**src/rtl/fft_mag_stream.sv**
```systemverilog
// Streaming complex-bin magnitude/power unit between the FFT and the mel filter bank.
// Squares, sums, then a W-stage restoring square root; a single global stall freezes the pipe.
module fft_mag_stream #(
  parameter int FFT_DATA_WIDTH = 16,
  parameter int MEL_DATA_WIDTH = 32,
  parameter int FFT_POINTS     = 256
) (
  input  logic                            clk,
  input  logic                            rst,
  input  logic                            in_valid,
  output logic                            in_ready,
  input  logic [FFT_DATA_WIDTH-1:0]       real_part,
  input  logic [FFT_DATA_WIDTH-1:0]       imag_part,
  input  logic                            mode_power,
  output logic                            out_valid,
  input  logic                            out_ready,
  output logic [MEL_DATA_WIDTH-1:0]       magnitude,
  output logic [$clog2(FFT_POINTS)-1:0]   out_bin,
  output logic                            out_last
);

  localparam int W  = FFT_DATA_WIDTH;
  localparam int SW = 2 * W;
  localparam int BW = $clog2(FFT_POINTS);
  localparam int RW = W + 4;
  localparam int OW = (MEL_DATA_WIDTH > SW) ? MEL_DATA_WIDTH : SW;

  // One restoring square-root step: bring down two bits of S, try appending a 1 to the root.
  function automatic logic [RW+W-1:0] sqrt_step(
    input logic [RW-1:0] rem,
    input logic [W-1:0]  root,
    input logic [1:0]    pair
  );
    logic [RW-1:0] cur;
    logic [RW-1:0] trial;
    cur   = {rem[RW-3:0], pair};
    trial = {2'b00, root, 2'b01};
    if (cur >= trial) begin
      return {cur - trial, root[W-2:0], 1'b1};
    end else begin
      return {cur, root[W-2:0], 1'b0};
    end
  endfunction

  logic          en;
  logic [BW-1:0] bin_cnt;
  logic [SW-1:0] re_ext;
  logic [SW-1:0] im_ext;

  logic          s1_valid;
  logic [SW-1:0] s1_re2;
  logic [SW-1:0] s1_im2;
  logic          s1_mode;
  logic [BW-1:0] s1_bin;

  logic          rt_valid [0:W];
  logic [SW-1:0] rt_s     [0:W];
  logic [RW-1:0] rt_rem   [0:W];
  logic [W-1:0]  rt_root  [0:W];
  logic          rt_mode  [0:W];
  logic [BW-1:0] rt_bin   [0:W];

  logic [RW-1:0] nx_rem   [1:W];
  logic [W-1:0]  nx_root  [1:W];

  logic [OW-1:0]             s_wide;
  logic [OW-1:0]             sat_lim;
  logic [MEL_DATA_WIDTH-1:0] mag_sel;

  // in_ready follows out_ready combinationally; a full output register blocks the whole pipe.
  assign en       = !(out_valid && !out_ready);
  assign in_ready = en;

  // Sign-extend so the low 2W bits of an unsigned product equal the signed square.
  assign re_ext = {{W{real_part[W-1]}}, real_part};
  assign im_ext = {{W{imag_part[W-1]}}, imag_part};

  // Bin counter: tags each accepted beat, wraps at the frame size.
  always_ff @(posedge clk) begin
    if (rst) begin
      bin_cnt <= '0;
    end else if (in_valid && en) begin
      bin_cnt <= bin_cnt + BW'(1);
    end
  end

  // Stage 1: squares, mode and bin capture.
  always_ff @(posedge clk) begin
    if (rst) begin
      s1_valid <= 1'b0;
      s1_re2   <= '0;
      s1_im2   <= '0;
      s1_mode  <= 1'b0;
      s1_bin   <= '0;
    end else if (en) begin
      s1_valid <= in_valid;
      s1_re2   <= re_ext * re_ext;
      s1_im2   <= im_ext * im_ext;
      s1_mode  <= mode_power;
      s1_bin   <= bin_cnt;
    end
  end

  // Next root/remainder for every square-root stage.
  always_comb begin
    for (int k = 1; k <= W; k++) begin
      {nx_rem[k], nx_root[k]} = sqrt_step(rt_rem[k-1], rt_root[k-1], rt_s[k-1][2*(W-k) +: 2]);
    end
  end

  // Stage 2 (index 0: sum) and root stages 1..W; S rides along unchanged.
  always_ff @(posedge clk) begin
    if (rst) begin
      for (int k = 0; k <= W; k++) begin
        rt_valid[k] <= 1'b0;
        rt_s[k]     <= '0;
        rt_rem[k]   <= '0;
        rt_root[k]  <= '0;
        rt_mode[k]  <= 1'b0;
        rt_bin[k]   <= '0;
      end
    end else if (en) begin
      rt_valid[0] <= s1_valid;
      rt_s[0]     <= s1_re2 + s1_im2;
      rt_rem[0]   <= '0;
      rt_root[0]  <= '0;
      rt_mode[0]  <= s1_mode;
      rt_bin[0]   <= s1_bin;
      for (int k = 1; k <= W; k++) begin
        rt_valid[k] <= rt_valid[k-1];
        rt_s[k]     <= rt_s[k-1];
        rt_rem[k]   <= nx_rem[k];
        rt_root[k]  <= nx_root[k];
        rt_mode[k]  <= rt_mode[k-1];
        rt_bin[k]   <= rt_bin[k-1];
      end
    end
  end

  // Result select; power saturates only when the output is narrower than S.
  always_comb begin
    s_wide  = OW'(rt_s[W]);
    sat_lim = OW'({MEL_DATA_WIDTH{1'b1}});
    mag_sel = '0;
    if (rt_mode[W]) begin
      if (s_wide > sat_lim) begin
        mag_sel = '1;
      end else begin
        mag_sel = MEL_DATA_WIDTH'(s_wide);
      end
    end else begin
      mag_sel = MEL_DATA_WIDTH'(rt_root[W]);
    end
  end

  // Output register stage.
  always_ff @(posedge clk) begin
    if (rst) begin
      out_valid <= 1'b0;
      magnitude <= '0;
      out_bin   <= '0;
      out_last  <= 1'b0;
    end else if (en) begin
      out_valid <= rt_valid[W];
      magnitude <= mag_sel;
      out_bin   <= rt_bin[W];
      out_last  <= (rt_bin[W] == BW'(FFT_POINTS - 1));
    end
  end

endmodule
```
**config.mk**
```make
export PLATFORM = sky130hd
export DESIGN_NAME = fft_mag_stream
export DESIGN_NICKNAME = d
export VERILOG_FILES = /design/src/rtl/fft_mag_stream.sv
export SDC_FILE = /design/constraint.sdc
export NUM_CORES = 2
export LEC_CHECK = 0
export ABC_AREA = 1
export ABC_CLOCK_PERIOD_IN_PS = 54000
export CORE_MARGIN = 4
export CORE_UTILIZATION = 54
export DETAILED_ROUTE_END_ITERATION = 16
export GPL_TIMING_DRIVEN = 0
export MAX_ROUTING_LAYER = met4
export PLACE_DENSITY = 0.67
export SLEW_MARGIN = 20
export SYNTH_ARGS = -nofsm -noshare
export SYNTH_HDL_FRONTEND = slang
export SYNTH_SLANG_ARGS = --single-unit
export TNS_END_PERCENT = 10
```
**constraint.sdc**
```tcl
create_clock -name clk -period 54 [get_ports clk]
set_clock_uncertainty 0.15 [all_clocks]
set_input_delay 10.8 -clock clk [delete_from_list [all_inputs] [get_ports clk]]
set_output_delay 10.8 -clock clk [all_outputs]
set_load 0.02 [all_outputs]
```
==> results.json <==
{
  "cts_resized": 0,
  "syn_area_per_cell_sq_um": 8.85,
  "antenna_found_initial": 3,
  "ys_seq_area_frac": 0.453,
  "dp_slack_ps": 30990,
  "cp_top_family": "buffers and inverters",
  "regToRegStartpoint": "out_valid",
  "detail_route.first_pass.iterations": 6,
  "status": "complete, no violations",
  "vias_per_cell": 5.10,
  "overflow": 0,
  "cp_cell_sequence": "clkdlybuf4s50_1, nor2_2, inv_2, clkdlybuf4s50_1",
  "async_flop_share": 0,
  "io_pins": 80,
  "cp-endpoint": "in_ready",
  "cts_buffer_depth": 3,
  "dieHeight_um": 389,
  "r2r_setup_slack_ps": 50290,
  "cts_sinks": 1222,
  "hold_slack_ps": 307,
  "crit_arrival_ps": 12050,
  "mostFrequentLayoutCells": "inv_1 (1988), nand2_1 (1593), nor2_1 (1536)",
  "portBuffers": 63,
  "die-area_sq_um": 151000,
  "maxCapViolations": 0,
  "fmax_ghz": 0.0435,
  "finalCritPeriodShare": 0.426,
  "cp.depth": 4,
  "netlist_area_sq_um": 78400,
  "path_class": "in2out",
  "synth_seq_cells": 1222,
  "synth.distinct_cells": 60,
  "nNetsFinal": 9948,
  "syn_nets": 9723,
  "setup_viol": 0,
  "crit_path_frequent_cell": "clkdlybuf4s50_1",
  "drive_above_1_share": 0.0512,
  "holdCritPathClass": "reg2reg",
  "cpPeakStageDelay_ps": 540,
  "postCtsSetupBuffers": 0,
  "grt_pass1_vias": 56500,
  "cts_max_level": 4,
  "crit_fanout": 3,
  "place_congestion": 0.935,
  "synth-main-ff-cell": "edfxtp_1",
  "hold_violations": 0,
  "grt_usage": 0.265,
  "start_kind": "input pin",
  "cpMaxStageDelayCell": "clkdlybuf4s50_1",
  "rsz0062_at_grt": "no",
  "worstRegToRegCells": 13,
  "synth_edf_count": 1100,
  "cp-startpoint": "out_ready",
  "relSlewSlack": 0.243,
  "clk_pin_slew_ps": 50,
  "drt_iter0_markers": 3969,
  "fin_crit_ps": 23000,
  "die-width_um": 389,
  "grt_start_max_net_pins": 61,
  "synth_cells": 8854,
  "cts_tree": "yes",
  "initial_core_util": 0.545,
  "ctsHoldBuffers": 0,
  "critPathCaptureType": "primary output",
  "synth.area.top_cells": "edfxtp_1 (42%), fa_1 (12%), inv_1 (9.5%)",
  "worst-path-buf-inv": 3,
  "syn2layout_area_growth_pct": 10.4,
  "numPlacedInstances": 10800,
  "detailed_place_hpwl_mm": 153,
  "final.setup.worst_slack_ps": 31000,
  "fillers": 12600,
  "final_cells": 11100,
  "slew_viol_final": 0,
  "cts_made_buffers": 136,
  "synth.top_cell.area_share": 0.421,
  "ant_nets": 0,
  "core_sq_um": 144000,
  "cp.required_ps": 43050,
  "worst_slew_pin_slew_ps": 1140,
  "wl_per_cell_um": 17.3,
  "rows": 139,
  "synth_area_leader_cell": "edfxtp_1",
  "vias": 56500,
  "route.detailed.drc": 0,
  "rr_endpoint": "rt_s[0][60]",
  "drt_wl_total_mm": 192,
  "clock_latency_ps": 760,
  "ys_warn_count": 0,
  "grt_pass1_wl_mm": 305,
  "layout_commonest_cell": "inv_1",
  "cts_root_buffer": "clkbuf_16"
}
[stage by stage]
stage          TNS, ps   util  cell area, sq um
6_report             0  0.602             86600
5_1_grt              0  0.602             86600
4_1_cts              0  0.602             86600
3_5_place_dp         0  0.570             82000
3_3_place_gp    -39990  0.566             81400
2_1_floorplan        0      -             78400
[cell usage after synthesis (16+ instances only)]
library cell / number
o21ai_0: 230
nand3b_1: 36
nand3_1: 314
buf_2: 124
nor2_2: 18
fa_1: 467
clkbuf_1: 82
inv_1: 1988
nand4_1: 89
edfxtp_1: 1100
mux2i_1: 16
nor2_1: 1537
a32o_1: 18
dfxtp_1: 122
a21oi_1: 303
nand2_2: 18
xor2_1: 99
nor3_1: 54
o21ai_1: 24
o21a_1: 17
ha_1: 365
nand2_1: 1593
xnor2_1: 46
o21bai_1: 28
[registers in the layout, summed over array words and instances, names as in the netlist]
name	cells
out_valid	1
bin_cnt	8
magnitude	32
s1_re2	31
out_bin	8
rt_rem	250
rt_mode	17
s1_valid	1
rt_s	544
s1_bin	8
rt_bin	136
rt_root	136
rt_valid	17
s1_mode	1
out_last	1
s1_im2	31
[worst min-delay path, stage by stage, from the launching register on]
cell	delay, ps
dfxtp_1	320
nand2_1	50
o21ai_0	50
[kinds of logic (layout without fill, tap and decap cells)]
| family | count (synthesis) | count (layout) | synth area share |
|---|---|---|---|
| buffers and inverters | 2245 | 2583 | 0.111 |
| and+or+nand+nor | 3703 | 3703 | 0.192 |
| AOI/OAI and AO/OA | 690 | 690 | 0.0492 |
| muxes | 16 | 16 | 0.00204 |
| other | 1 | 2 | 0.0000478 |
| adders and majority gates | 832 | 832 | 0.178 |
| DFF | 1222 | 1222 | 0.453 |
| xor gates and xnor gates | 145 | 145 | 0.0162 |
[cell type report]
type,instances,area [sq um],share of cell area
Clock buffer,180,3700,0.0427
Timing Repair Buffer,87,1200,0.0138
Multi-Input combinational cell,5387,34200,0.395
Sequential cell,1222,35500,0.410
Clock inverter,71,865,0.00999
Antenna cell,1,2.50,0.0000289
Tap cell,1903,2380,0.0275
Inverter,2004,7520,0.0869
Buffer,241,1180,0.0136
[metal layers]
layer	track usage	wire [um]
met1	0.332	81100
met2	0.455	96000
met3	0.0304	9310
met4	0.0808	6100
met5	-	0
[worst min-delay path by stage]
stage	startpoint	to	cells past startpoint
2_1_floorplan	s1_im2[8]	s1_im2[8]	2
5_1_grt	s1_re2[8]	s1_re2[8]	2
6_report	out_last	out_last	2
3_3_place_gp	magnitude[13]	magnitude[13]	2
3_5_place_dp	s1_re2[8]	s1_re2[8]	2
4_1_cts	s1_im2[27]	s1_im2[27]	2
Power is left out: the tool's default activity adds up to more than one toggle a clock period on the data nets, which glitch-free logic cannot reach.
